### config.mk
export PLATFORM = sky130hd
export DESIGN_NAME = spi_slave_mode_if_flat
export DESIGN_NICKNAME = d
export VERILOG_FILES = /design/src/rtl/spi_pkg.sv /design/src/rtl/spi_slave_mode_if_if.sv /design/src/rtl/spi_edge_sync.sv /design/src/rtl/spi_slave_mode_if.sv /design/src/flat_wrapper.sv
export SDC_FILE = /design/constraint.sdc
export NUM_CORES = 1
export LEC_CHECK = 0
export ABC_AREA = 1
export CORE_MARGIN = 10
export CORE_UTILIZATION = 40
export CTS_CLUSTER_DIAMETER = 120
export DETAILED_ROUTE_END_ITERATION = 10
export HOLD_SLACK_MARGIN = 0.12
export SLEW_MARGIN = 20
export SYNTH_ARGS = -nofsm -noshare
export SYNTH_HDL_FRONTEND = slang
export SYNTH_SLANG_ARGS = --single-unit
### constraint.sdc
create_clock -name clk -period 4.2 [get_ports clk]
set_input_delay 0.42 -clock clk [delete_from_list [all_inputs] [get_ports clk]]
set_output_delay 0.42 -clock clk [all_outputs]
set_load 0.03 [all_outputs]
### src/rtl/spi_pkg.sv
// spi_pkg: shared types and constants for the SPI slave front-end.
//   spi_state_t   - frame state machine encoding
//   CMD_*         - 2-bit command codes carried in the top bits of each frame
//   is_read_data  - helper: does this command request read data from the slave
package spi_pkg;

  typedef enum logic [2:0] {
    IDLE,
    RX,
    WAIT_TX,
    TX,
    DONE
  } spi_state_t;

  localparam logic [1:0] CMD_WR_ADDR = 2'b00;
  localparam logic [1:0] CMD_WR_DATA = 2'b01;
  localparam logic [1:0] CMD_RD_ADDR = 2'b10;
  localparam logic [1:0] CMD_RD_DATA = 2'b11;

  function automatic logic is_read_data(input logic [1:0] cmd);
    return cmd == CMD_RD_DATA;
  endfunction

endpackage

### src/rtl/spi_slave_mode_if_if.sv
// spi_slave_mode_if_if: parallel-side bus between the SPI slave and the
// register/RAM controller.
//   rx_data   - last complete frame, command in the two MSBs
//   rx_valid  - one-clk pulse when rx_data updates
//   tx_ready  - slave is waiting for read data
//   tx_valid  - tx_data is valid (controller side)
//   tx_data   - read data to shift out
//   frame_err - one-clk pulse on an aborted frame
// Modports: slave = the SPI block, master = the controller driving it.
interface spi_slave_mode_if_if #(
  parameter int DATA_W = 8
) ();

  logic [DATA_W+1:0] rx_data;
  logic              rx_valid;
  logic              tx_ready;
  logic              tx_valid;
  logic [DATA_W-1:0] tx_data;
  logic              frame_err;

  modport slave (
    output rx_data, rx_valid, tx_ready, frame_err,
    input  tx_valid, tx_data
  );

  modport master (
    input  rx_data, rx_valid, tx_ready, frame_err,
    output tx_valid, tx_data
  );

endinterface

### src/rtl/spi_edge_sync.sv
// spi_edge_sync: brings sclk/ss_n/mosi into the clk domain and turns sclk
// transitions into one-clk sample/shift pulses for the selected SPI mode.
//   clk, rst_n    - system clock, async active-low reset
//   sclk, ss_n,
//   mosi          - raw SPI pins (asynchronous)
//   ss_n_s        - synchronised slave select
//   mosi_s        - synchronised mosi, aligned with sample_pulse
//   sample_pulse  - one-clk pulse on the mode's sample edge
//   shift_pulse   - one-clk pulse on the mode's shift edge
module spi_edge_sync #(
  parameter int CPOL        = 0,
  parameter int CPHA        = 0,
  parameter int SYNC_STAGES = 2
) (
  input  logic clk,
  input  logic rst_n,
  input  logic sclk,
  input  logic ss_n,
  input  logic mosi,
  output logic ss_n_s,
  output logic mosi_s,
  output logic sample_pulse,
  output logic shift_pulse
);

  localparam logic IDLE_LVL = (CPOL != 0);
  localparam int   MSB      = SYNC_STAGES - 1;

  logic [MSB:0] sclk_sync_reg;
  logic [MSB:0] ss_n_sync_reg;
  logic [MSB:0] mosi_sync_reg;
  logic         sclk_prev_reg;
  logic         lead_reg;
  logic         trail_reg;
  logic         mosi_dly_reg;

  // The synchronisers reset to the pins' idle levels (sclk at CPOL, ss_n
  // deselected) so that leaving reset never looks like an edge or a select.
  always_ff @(posedge clk or negedge rst_n) begin
    if (!rst_n) begin
      sclk_sync_reg <= {SYNC_STAGES{IDLE_LVL}};
      ss_n_sync_reg <= '1;
      mosi_sync_reg <= '0;
      sclk_prev_reg <= IDLE_LVL;
      lead_reg      <= 1'b0;
      trail_reg     <= 1'b0;
      mosi_dly_reg  <= 1'b0;
    end else begin
      sclk_sync_reg <= {sclk_sync_reg[MSB-1:0], sclk};
      ss_n_sync_reg <= {ss_n_sync_reg[MSB-1:0], ss_n};
      mosi_sync_reg <= {mosi_sync_reg[MSB-1:0], mosi};
      sclk_prev_reg <= sclk_sync_reg[MSB];
      // Pulses are registered, giving SYNC_STAGES+1 clk pin-to-pulse latency.
      lead_reg      <= (sclk_sync_reg[MSB] != IDLE_LVL) && (sclk_prev_reg == IDLE_LVL);
      trail_reg     <= (sclk_sync_reg[MSB] == IDLE_LVL) && (sclk_prev_reg != IDLE_LVL);
      // Delay mosi by the same extra stage so it lines up with the pulses.
      mosi_dly_reg  <= mosi_sync_reg[MSB];
    end
  end

  assign ss_n_s       = ss_n_sync_reg[MSB];
  assign mosi_s       = mosi_dly_reg;
  assign sample_pulse = (CPHA != 0) ? trail_reg : lead_reg;
  assign shift_pulse  = (CPHA != 0) ? lead_reg  : trail_reg;

endmodule

### src/rtl/spi_slave_mode_if.sv
// spi_slave_mode_if: oversampled SPI slave front-end, all four CPOL/CPHA
// modes. Frame = 2-bit command + DATA_W payload, MSB first. A read-data
// command (11) pauses for tx data from the controller, then shifts it out.
//   clk, rst_n       - system clock (>= 4x SCLK), async active-low reset
//   sclk, ss_n, mosi - SPI pins from the master
//   miso, miso_oe    - serial read data and its output enable
//   bus (slave)      - rx_data/rx_valid, tx_ready/tx_valid/tx_data, frame_err
module spi_slave_mode_if
  import spi_pkg::*;
#(
  parameter int DATA_W      = 8,
  parameter int CPOL        = 0,
  parameter int CPHA        = 0,
  parameter int SYNC_STAGES = 2
) (
  input  logic                 clk,
  input  logic                 rst_n,
  input  logic                 sclk,
  input  logic                 ss_n,
  input  logic                 mosi,
  output logic                 miso,
  output logic                 miso_oe,
  spi_slave_mode_if_if.slave   bus
);

  localparam int FRAME_W = DATA_W + 2;
  localparam int CNT_W   = $clog2(DATA_W + 3);
  localparam logic [CNT_W-1:0] LAST_RX = CNT_W'(FRAME_W - 1);
  localparam logic [CNT_W-1:0] LAST_TX = CNT_W'(DATA_W - 1);

  logic ss_n_s;
  logic mosi_s;
  logic sample_pulse;
  logic shift_pulse;

  spi_edge_sync #(
    .CPOL        (CPOL),
    .CPHA        (CPHA),
    .SYNC_STAGES (SYNC_STAGES)
  ) u_edge_sync (
    .clk          (clk),
    .rst_n        (rst_n),
    .sclk         (sclk),
    .ss_n         (ss_n),
    .mosi         (mosi),
    .ss_n_s       (ss_n_s),
    .mosi_s       (mosi_s),
    .sample_pulse (sample_pulse),
    .shift_pulse  (shift_pulse)
  );

  spi_state_t          state_reg;
  logic [CNT_W-1:0]    cnt_reg;
  logic [FRAME_W-2:0]  rx_sr_reg;   // bits received so far; the last bit goes straight to rx_data
  logic [DATA_W-1:0]   tx_sr_reg;
  logic [FRAME_W-1:0]  rx_data_reg;
  logic                rx_valid_reg;
  logic                tx_ready_reg;
  logic                miso_oe_reg;
  logic                frame_err_reg;
  logic                skip_reg;    // CPHA=1: first shift edge in TX is already covered by the entry bit

  logic [FRAME_W-1:0]  rx_frame_next;
  logic                abort;

  assign rx_frame_next = {rx_sr_reg, mosi_s};
  // ss_n release has priority over any same-cycle sample edge.
  assign abort = ss_n_s && (state_reg inside {RX, WAIT_TX, TX});

  always_ff @(posedge clk or negedge rst_n) begin
    if (!rst_n) begin
      state_reg     <= IDLE;
      cnt_reg       <= '0;
      rx_sr_reg     <= '0;
      tx_sr_reg     <= '0;
      rx_data_reg   <= '0;
      rx_valid_reg  <= 1'b0;
      tx_ready_reg  <= 1'b0;
      miso_oe_reg   <= 1'b0;
      frame_err_reg <= 1'b0;
      skip_reg      <= 1'b0;
    end else begin
      rx_valid_reg  <= 1'b0;
      frame_err_reg <= 1'b0;
      if (abort) begin
        state_reg     <= IDLE;
        frame_err_reg <= 1'b1;
        tx_ready_reg  <= 1'b0;
        miso_oe_reg   <= 1'b0;
        tx_sr_reg     <= '0;
        cnt_reg       <= '0;
        skip_reg      <= 1'b0;
      end else begin
        case (state_reg)
          IDLE: begin
            if (!ss_n_s) begin
              state_reg <= RX;
              cnt_reg   <= '0;
              rx_sr_reg <= '0;
            end
          end
          RX: begin
            if (sample_pulse) begin
              rx_sr_reg <= rx_frame_next[FRAME_W-2:0];
              if (cnt_reg == LAST_RX) begin
                rx_data_reg  <= rx_frame_next;
                rx_valid_reg <= 1'b1;
                cnt_reg      <= '0;
                if (is_read_data(rx_frame_next[FRAME_W-1 -: 2])) begin
                  state_reg    <= WAIT_TX;
                  tx_ready_reg <= 1'b1;
                end else begin
                  state_reg <= DONE;
                end
              end else begin
                cnt_reg <= cnt_reg + 1'b1;
              end
            end
          end
          WAIT_TX: begin
            if (bus.tx_valid && tx_ready_reg) begin
              tx_sr_reg    <= bus.tx_data;
              tx_ready_reg <= 1'b0;
              miso_oe_reg  <= 1'b1;
              skip_reg     <= (CPHA != 0);
              state_reg    <= TX;
            end
          end
          TX: begin
            if (shift_pulse) begin
              if (skip_reg) begin
                skip_reg <= 1'b0;
              end else begin
                tx_sr_reg <= {tx_sr_reg[DATA_W-2:0], 1'b0};
              end
            end
            if (sample_pulse) begin
              if (cnt_reg == LAST_TX) begin
                state_reg   <= DONE;
                miso_oe_reg <= 1'b0;
                cnt_reg     <= '0;
              end else begin
                cnt_reg <= cnt_reg + 1'b1;
              end
            end
          end
          DONE: begin
            if (ss_n_s) begin
              state_reg <= IDLE;
            end
          end
          default: state_reg <= IDLE;
        endcase
      end
    end
  end

  // miso is decoded directly so the first bit appears the cycle TX is entered.
  assign miso          = (state_reg == TX) ? tx_sr_reg[DATA_W-1] : 1'b0;
  assign miso_oe       = miso_oe_reg;
  assign bus.rx_data   = rx_data_reg;
  assign bus.rx_valid  = rx_valid_reg;
  assign bus.tx_ready  = tx_ready_reg;
  assign bus.frame_err = frame_err_reg;

endmodule

### src/flat_wrapper.sv
// flat-port wrapper written by rule: the top's interface ports become plain ports
module spi_slave_mode_if_flat import spi_pkg::*;
#(
  parameter int DATA_W      = 8,
  parameter int CPOL        = 0,
  parameter int CPHA        = 0,
  parameter int SYNC_STAGES = 2
)
  (clk, rst_n, sclk, ss_n, mosi, miso, miso_oe, bus_rx_data, bus_rx_valid, bus_tx_ready, bus_frame_err, bus_tx_valid, bus_tx_data);
  spi_slave_mode_if_if #(.DATA_W(DATA_W)) bus_i ();
  input  logic clk;
  input  logic rst_n;
  input  logic sclk;
  input  logic ss_n;
  input  logic mosi;
  output logic miso;
  output logic miso_oe;
  output wire logic [$bits(bus_i.rx_data)-1:0] bus_rx_data;
  output wire logic [$bits(bus_i.rx_valid)-1:0] bus_rx_valid;
  output wire logic [$bits(bus_i.tx_ready)-1:0] bus_tx_ready;
  output wire logic [$bits(bus_i.frame_err)-1:0] bus_frame_err;
  input wire logic [$bits(bus_i.tx_valid)-1:0] bus_tx_valid;
  input wire logic [$bits(bus_i.tx_data)-1:0] bus_tx_data;
  assign bus_rx_data = bus_i.rx_data;
  assign bus_rx_valid = bus_i.rx_valid;
  assign bus_tx_ready = bus_i.tx_ready;
  assign bus_frame_err = bus_i.frame_err;
  assign bus_i.tx_valid = bus_tx_valid;
  assign bus_i.tx_data = bus_tx_data;
  spi_slave_mode_if #(.DATA_W(DATA_W), .CPOL(CPOL), .CPHA(CPHA), .SYNC_STAGES(SYNC_STAGES)) u_core (.clk(clk), .rst_n(rst_n), .sclk(sclk), .ss_n(ss_n), .mosi(mosi), .miso(miso), .miso_oe(miso_oe), .bus(bus_i));
endmodule
Yosys cells after proc, flatten, opt, wreduce, memory -nomap -nowiden. Index checks and enable logic that the tools add are counted.

Reductions and logical operators: 18. Equality and inequality tests: 19. Bitwise operators: 3. Mux-type cells: 45. Add/subtract/negate cells: 1.

Operators with widths (number): $mux 8 (4); $mux 3 (9); $ne 3x2->1 const B (9); $mux 4 (6); $reduce_and 4->1 (5); $mux 9 (2); $pmux 9 s2 (1); $mux 1 (17); $pmux 8 s2 (1); $pmux 3 s5 (1); $pmux 4 s3 (1); $reduce_bool 3->1 (3); $reduce_and 7->1 (1); $eq 3x2->1 const B (2); $pmux 1 s2 (3); $reduce_and 5->1 (1); $add 4x1->4 const B (1); $eq 4x3->1 const B (1); $eq 4x4->1 const B (1); $logic_and 1x1->1 (4); $ne 2x2->1 const B (2); $reduce_bool 4->1 (1); $eq 3x1->1 const B (1); $eq 3x3->1 const B (1); other kinds (6) (8).

Word-level logic and storage cells: 103. Register bits after elaboration: 49. Output and inout bits: 15. Input port bits: 14.

Logic depth before layout (Yosys ltp). Gate-level depths: netlist of run 1.

Depth after elaboration: 6. Gate-level depth with buffers: 11. Gate-level depth less buffers: 9.

Modules after synthesis. Synthesis of run 1 repeated with hierarchy kept, for this count alone.

Cells, all modules: 266. Area, all modules: 2314.7 µm².

By module, submodules not included: spi_slave_mode_if (seq. area each 950.9 µm², instances 1, cells an instance 252, area an instance 2047.0 µm²); spi_edge_sync (seq. area each 252.7 µm², instances 1, cells an instance 14, area an instance 267.8 µm²).

Worst setup path after synthesis of run 1. OpenSTA, ideal clock, no wires.

Path type: register -> output. Start point: register u_core.state_reg[2]. End point: output port miso. Required time: 3780 ps. Path slack: 2598 ps. Arrival time: 1182 ps. Path buffers: 1. Stages on the path, launching flop included: 5. Cell sequence: dfrtp_1 > inv_2 > nand3_2 > buf_6 > nor2_1.

Longest elaborated chain between the ends: 2.

RTL lines: from (decl) (line spi_slave_mode_if.sv:52) `spi_state_t state_reg;`; from (signal assigned) (line spi_slave_mode_if.sv:72) `state_reg <= IDLE;`; from (signal assigned) (line spi_slave_mode_if.sv:86) `state_reg <= IDLE;`; from (signal assigned) (line spi_slave_mode_if.sv:97) `state_reg <= RX;`; $eq 3x2->1 (line spi_slave_mode_if.sv:159) `assign miso = (state_reg == TX) ? tx_sr_reg[DATA_W-1] : 1'b0;`; $mux 1 (line spi_slave_mode_if.sv:159); to (decl) (line flat_wrapper.sv:16) `output logic miso;`.

No other way between the ends.

Final worst setup path of run 1.
Start point: register u_core.state_reg[0]. End point: output port miso.

The elaborated chain is that of the path after synthesis.

==> metrics, run 1 <==
net switching fraction of the power=0.378; number of diodes added for antenna fixing=0; class of the tightest hold or removal check=in -> async; critical path class=reg -> out; via/cell ratio=4.73; number of placed I/O pins=29; Int Power=0.843 mW; clock network fraction of design power=0.215; arrival time worst endpoint=2.16 ns; Lkg Pwr=1.25 nW; average cell area after synthesis=9.21 sq um; number of nets in the final layout=292; remaining design rule violation count=0; count of antenna-violating nets left after detailed routing=0; slew at the pin closest to its max-slew limit=0.603 ns; fraction of the yosys area taken by sequential cells=0.529; layout cells sized above 1=0.166; Worst-Skew Late Latency=0.30 ns; Total Die Area=0.00911 sq mm; number of rows created at floorplan=27; count of pins over their slew limit=0; number of nets in the synthesized netlist=263; final count of negative-setup-slack endpoints=0; worst path setup slack after routing=1.62 ns; via count of the first global-routing pass=1,636; sequential power share=0.449; combined global-route utilization of all metal layers=0.104; TritonCTS clock tree=built; Synth-to-Final Area Change=18.0%; final wirelength=4290 microns; type of element launching the critical path=flop; final clock period utilization by the worst path=0.613; Root Driver=clkbuf_8; number of DRC violations after detailed-routing iteration 0=72; H-tree depth=2; unrepaired setup endpoints after global routing=no; number of port buffers=28; Num Clock Sinks=48; maximum buffer depth of the clock tree=2; Distinct cells, synth=35; maximum number of pins on one net before global-route repair=49; final hold vios=0; summed instance area of the synthesized netlist=0.00228 sq mm; cell count after synthesis=247; maximum achievable frequency=388 MHz; starting density of the core=0.413; Critical Path RT=3.78 ns; width of the die=95.4 microns; GR Overflow Total=0; TritonCTS Buffers=5; Die H=95.4 microns; maximum clock skew at final layout=0.00441 ns; largest voltage drop on the vdd net=0.000195 V; CTS Hold Buffers Added=0; summed negative setup slack over all endpoints=0 ns; power density cells=505 mW/mm^2; count of vias placed by the detailed router=1,651; crit path capture type=output port; max reg flops=10; detail-routed net length per standard cell=12.3 microns; finished layout cell area=0.00269 sq mm; Max-Slew Margin vs Limit=0.598; global-route wire length before repair=7570 microns; max capacitance violation total=0; Comb pwr share=0.336; DRT Pass-1 Iters=4; placer's final routability congestion estimate=0.777; number of register bits inferred by synthesis=48; Synthesis Warnings=0; Std-Cell Core Area=0.00551 sq mm; post-layout minimum cycle time=2.58 ns; Worst Setup Slack post-DPL=1.96 ns; number of antenna violations at the first check in global routing=0; largest fanout on the critical path=11; buffers inserted during post-CTS setup optimization=0; DP HPWL=3090 microns; status=finished clean; total of cells resized after clock tree synthesis=0; clock-pin slew of the registers on the worst-case setup and hold paths=0.09 ns; Layout fillers=546; Switching Power=0.513 mW; area after detailed placement=0.00258 sq mm
-- path summary, 6_finish.rpt --
path / to / startpoint / slack (ns) / cells past startpoint
setup / recovery: miso / u_core.state_reg[0]$_DFFE_PN0P_ / 1.62 / 3
hold / removal: u_core.bus.rx_data[2]$_DFFE_PN0P_ / rst_n / 0.12 / 1
setup reg to reg: u_core.tx_sr_reg[6]$_DFFE_PN0P_ / u_core.state_reg[0]$_DFFE_PN0P_ / 2.47 / 6
hold reg to reg: u_core.u_edge_sync.mosi_s$_DFF_PN0_ / u_core.u_edge_sync.mosi_sync_reg[1]$_DFF_PN0_ / 0.36 / 0
max in group asynchronous: u_core.u_edge_sync.shift_pulse$_DFF_PN0_ / rst_n / 3.67 / 1
min in group clk: u_core.u_edge_sync.mosi_s$_DFF_PN0_ / u_core.u_edge_sync.mosi_sync_reg[1]$_DFF_PN0_ / 0.36 / 0
-- placed cells by master, fill, tap and decap left out, drive strengths merged, types with 2 or more instances in the layout --
cell           synthesis  routed
nand3b                 3       3
nor2                  16      16
or2                    4       4
dfrtp                 46      46
o21ai                 23      23
nand2                 75      75
o22ai                  9       9
ha                     2       2
o211ai                 4       4
nand3                 17      17
clkbuf                 0       6
dfstp                  2       2
clkdlybuf4s50          0      27
a21oi                  3       3
inv                   32      32
clkinvlp               0       2
-- synth_stat cells (all sizes together) --
library cell | number | share of area
nor2 | 16 | 0.042
or2 | 4 | 0.011
o211ai | 4 | 0.015
a31oi | 1 | 0.0028
xnor2 | 1 | 0.0038
a21oi | 3 | 0.0066
o22ai | 9 | 0.025
xor2 | 1 | 0.0038
o21ai | 23 | 0.064
inv | 32 | 0.057
nand3 | 17 | 0.044
a21boi | 1 | 0.0033
buf | 6 | 0.025
nand2 | 75 | 0.14
nand3b | 3 | 0.0099
ha | 2 | 0.011
nor3 | 1 | 0.0022
dfstp | 2 | 0.023
dfrtp | 46 | 0.51
-- stage by stage --
stage | utilization | cells | total power, mW | hold slack (ns)
6_report | 0.488 | 349 | 1.36 | 0.125
4_1_cts | 0.487 | 349 | 1.38 | 0.354
5_1_grt | 0.488 | 349 | 1.46 | 0.165
3_3_place_gp | 0.469 | 341 | 1.07 | 0.333
3_5_place_dp | 0.469 | 341 | 1.08 | 0.336
2_1_floorplan | - | 247 | 0.978 | 0.124
-- power groups by stage --
| stage | Combinational [mW] | Clock (mW) | Sequential (mW) |
|---|---|---|---|
| finish | 0.456 | 0.291 | 0.609 |
| global route | 0.522 | 0.320 | 0.622 |
| CTS | 0.463 | 0.307 | 0.609 |
| detailed placement | 0.462 | 0 | 0.617 |
| global placement | 0.456 | 0 | 0.614 |
| floorplan | 0.361 | 0 | 0.617 |
-- routing by layer --
metal,part of all wire,vias to the layer above,global-route usage
met3,0.042,7,0.0283
met1,0.49,764,0.132
li1,-,854,-
met4,0.016,0,0.0418
met5,0,-,0
met2,0.45,26,0.163
-- critical path: stages (launching register included) --
cell and delay, ns:
dfrtp_1 0.59, nand3_2 0.37, nor2_1 0.19, clkdlybuf4s50_1 0.69
-- cells by family (layout without fill, tap and decap cells) --
logic type,Yosys count,in the layout,synth area share
adder cells (fa/ha/maj),2,2,0.0110
XOR/XNOR,2,2,0.00770
AO/OA/AOI/OAI,41,41,0.117
flip-flops,48,48,0.529
AND/OR/NAND/NOR,116,116,0.254
buffers and inverters,38,68,0.0819
-- layout make-up --
class,count,area [sq um],area share
well taps,72,90.1,0.0336
inverters,32,130,0.0485
flip-flops and latches,48,1200,0.448
clock buffers,6,82.6,0.0308
clock inverters,2,15.0,0.00559
repair buffers,28,278,0.103
multi-input cells,161,886,0.330
Note: power is estimated with default switching activity, not from simulation.
==> run 2: changes to the inputs <==
Clock period 4.2 ns to 2.6 ns, I/O delays scaled along.
==> run 2 against run 1 <==
Effect of this change:
- via count down 0.12%
- setup slack worse by 1.1 ns
- cell count up 0.86%
- largest power group unchanged
- largest cell class unchanged
- sequential power up 61%
==> metrics, run 2 (synthesized netlist as in run 1, its figures left out) <==
Die H=95.4 microns; class of the tightest hold or removal check=reg -> reg; Num Clock Sinks=48; Synth-to-Final Area Change=18.8%; H-tree depth=2; via count of the first global-routing pass=1,622; Total Die Area=0.00911 sq mm; placer's final routability congestion estimate=0.807; top library cells by usage in the layout, fill and taps aside=nand2_1 (64), dfrtp_1 (46), clkdlybuf4s50_1 (27); maximum achievable frequency=486 MHz; number of diodes added for antenna fixing=0; global-route wire length before repair=7560 microns; count of placed standard cells including taps=343; summed negative setup slack over all endpoints=0 ns; number of port buffers=28; Std-Cell Core Area=0.00551 sq mm; TritonCTS Buffers=5; slew at the pin closest to its max-slew limit=0.481 ns; final count of negative-setup-slack endpoints=0; DP HPWL=3160 microns; detail-routed net length per standard cell=12.2 microns; Switching Power=0.811 mW; maximum buffer depth of the clock tree=2; clock-pin slew of the registers on the worst-case setup and hold paths=0.08 ns; final hold vios=0; number of DRC violations after detailed-routing iteration 0=73; GR Overflow Total=0; Int Power=1.36 mW; arrival time worst endpoint=1.80 ns; type of element launching the critical path=flop; crit path capture type=output port; unrepaired setup endpoints after global routing=no; net switching fraction of the power=0.373; number of nets in the final layout=295; post-layout minimum cycle time=2.06 ns; remaining design rule violation count=0; final wirelength=4290 microns; layout cells sized above 1=0.168; Worst-Skew Late Latency=0.29 ns; largest fanout on the critical path=10; maximum clock skew at final layout=0.00539 ns; Lkg Pwr=1.26 nW; TritonCTS clock tree=built; total of cells resized after clock tree synthesis=0; sequential power share=0.450; number of rows created at floorplan=27; count of pins over their slew limit=0; clock network fraction of design power=0.206; DRT Pass-1 Iters=4; critical path class=reg -> out; Post-Layout Cell Count=352; max capacitance violation total=0; final clock period utilization by the worst path=0.792; status=finished clean; max reg flops=10; Root Driver=clkbuf_8; Max-Slew Margin vs Limit=0.679; largest voltage drop on the vdd net=0.000428 V; most common cell after layout, fill and taps aside=nand2_1; count of vias placed by the detailed router=1,649; combined global-route utilization of all metal layers=0.104; power density cells=805 mW/mm^2; Comb pwr share=0.344; width of the die=95.4 microns; count of antenna-violating nets left after detailed routing=0; Critical Path RT=2.34 ns; number of antenna violations at the first check in global routing=0; via/cell ratio=4.68; maximum number of pins on one net before global-route repair=28; number of placed I/O pins=29; starting density of the core=0.413
run 2: cell types whose count changed in the layout (fill, tap and decap cells not counted):
| cell | previous run | this run |
|---|---|---|
| clkinvlp_4 | 2 | 1 |
| dlygate4sd3_1 | 0 | 1 |
| buf_4 | 1 | 2 |
| clkbuf_1 | 0 | 1 |
| buf_2 | 0 | 1 |
run 2: power groups by stage:
stage / Clock (mW) / Combinational, mW / Sequential, mW
global route: 0.503 / 0.847 / 1.00
floorplan: 0 / 0.584 / 0.997
detailed placement: 0 / 0.753 / 0.992
finish: 0.449 / 0.748 / 0.979
global placement: 0 / 0.746 / 0.989
CTS: 0.471 / 0.758 / 0.978
run 2: layer usage:
metal | global-route usage | up-vias | routed length [microns]
met2 | 0.169 | 25 | 2030
li1 | - | 854 | -
met5 | 0 | - | 0
met4 | 0.0405 | 0 | 66
met1 | 0.127 | 764 | 2010
met3 | 0.0314 | 6 | 177
run 2: worst max-delay path: stages (launching register included):
cell and delay, ns:
dfrtp_1 0.59, nand3_2 0.14, nor2_1 0.10, clkdlybuf4s50_1 0.67
run 2: layout make-up:
type	instances	area, sq um
repair buffers	31	300
fillers	530	2800
well taps	72	90.1
inverters	32	130
flip-flops and latches	48	1200
clock buffers	7	86.3
clock inverters	1	7.51
multi-input cells	161	886
run 2: final timing paths:
check	from	endpoint	slack, ns	cells past startpoint
min reg2reg	u_core.u_edge_sync.mosi_sync_reg[0]$_DFF_PN0_	u_core.u_edge_sync.mosi_sync_reg[1]$_DFF_PN0_	0.35	0
max in group asynchronous	rst_n	u_core.u_edge_sync.ss_n_sync_reg[0]$_DFF_PN1_	1.39	3
min in group asynchronous	rst_n	u_core.bus.rx_data[2]$_DFFE_PN0P_	0.45	2
max	u_core.state_reg[0]$_DFFE_PN0P_	miso	0.54	3
max reg2reg	u_core.cnt_reg[1]$_DFFE_PN0P_	u_core.bus.rx_data[3]$_DFFE_PN0P_	0.97	7
min	u_core.u_edge_sync.mosi_sync_reg[0]$_DFF_PN0_	u_core.u_edge_sync.mosi_sync_reg[1]$_DFF_PN0_	0.35	0
run 2: stage by stage:
stage | instance area [sq um] | hold slack, ns | power (mW) | worst slack [ns] | utilization
after floorplan | 2280 | -0.0356 | 1.58 | 1.16 | -
after global placement | 2600 | 0.254 | 1.74 | 0.876 | 0.472
after detailed placement | 2600 | 0.253 | 1.75 | 0.859 | 0.472
after CTS | 2700 | 0.350 | 2.21 | 0.529 | 0.491
after global routing | 2700 | 0.355 | 2.35 | 0.457 | 0.491
final | 2700 | 0.351 | 2.18 | 0.540 | 0.491
run 2: timing repair:
| action | 4_1_cts | 5_1_grt |
|---|---|---|
| endpoints found under the hold margin | 21 | 0 |
| hold buffers | 1 | 0 |
| buffers inserted | 0 | 0 |
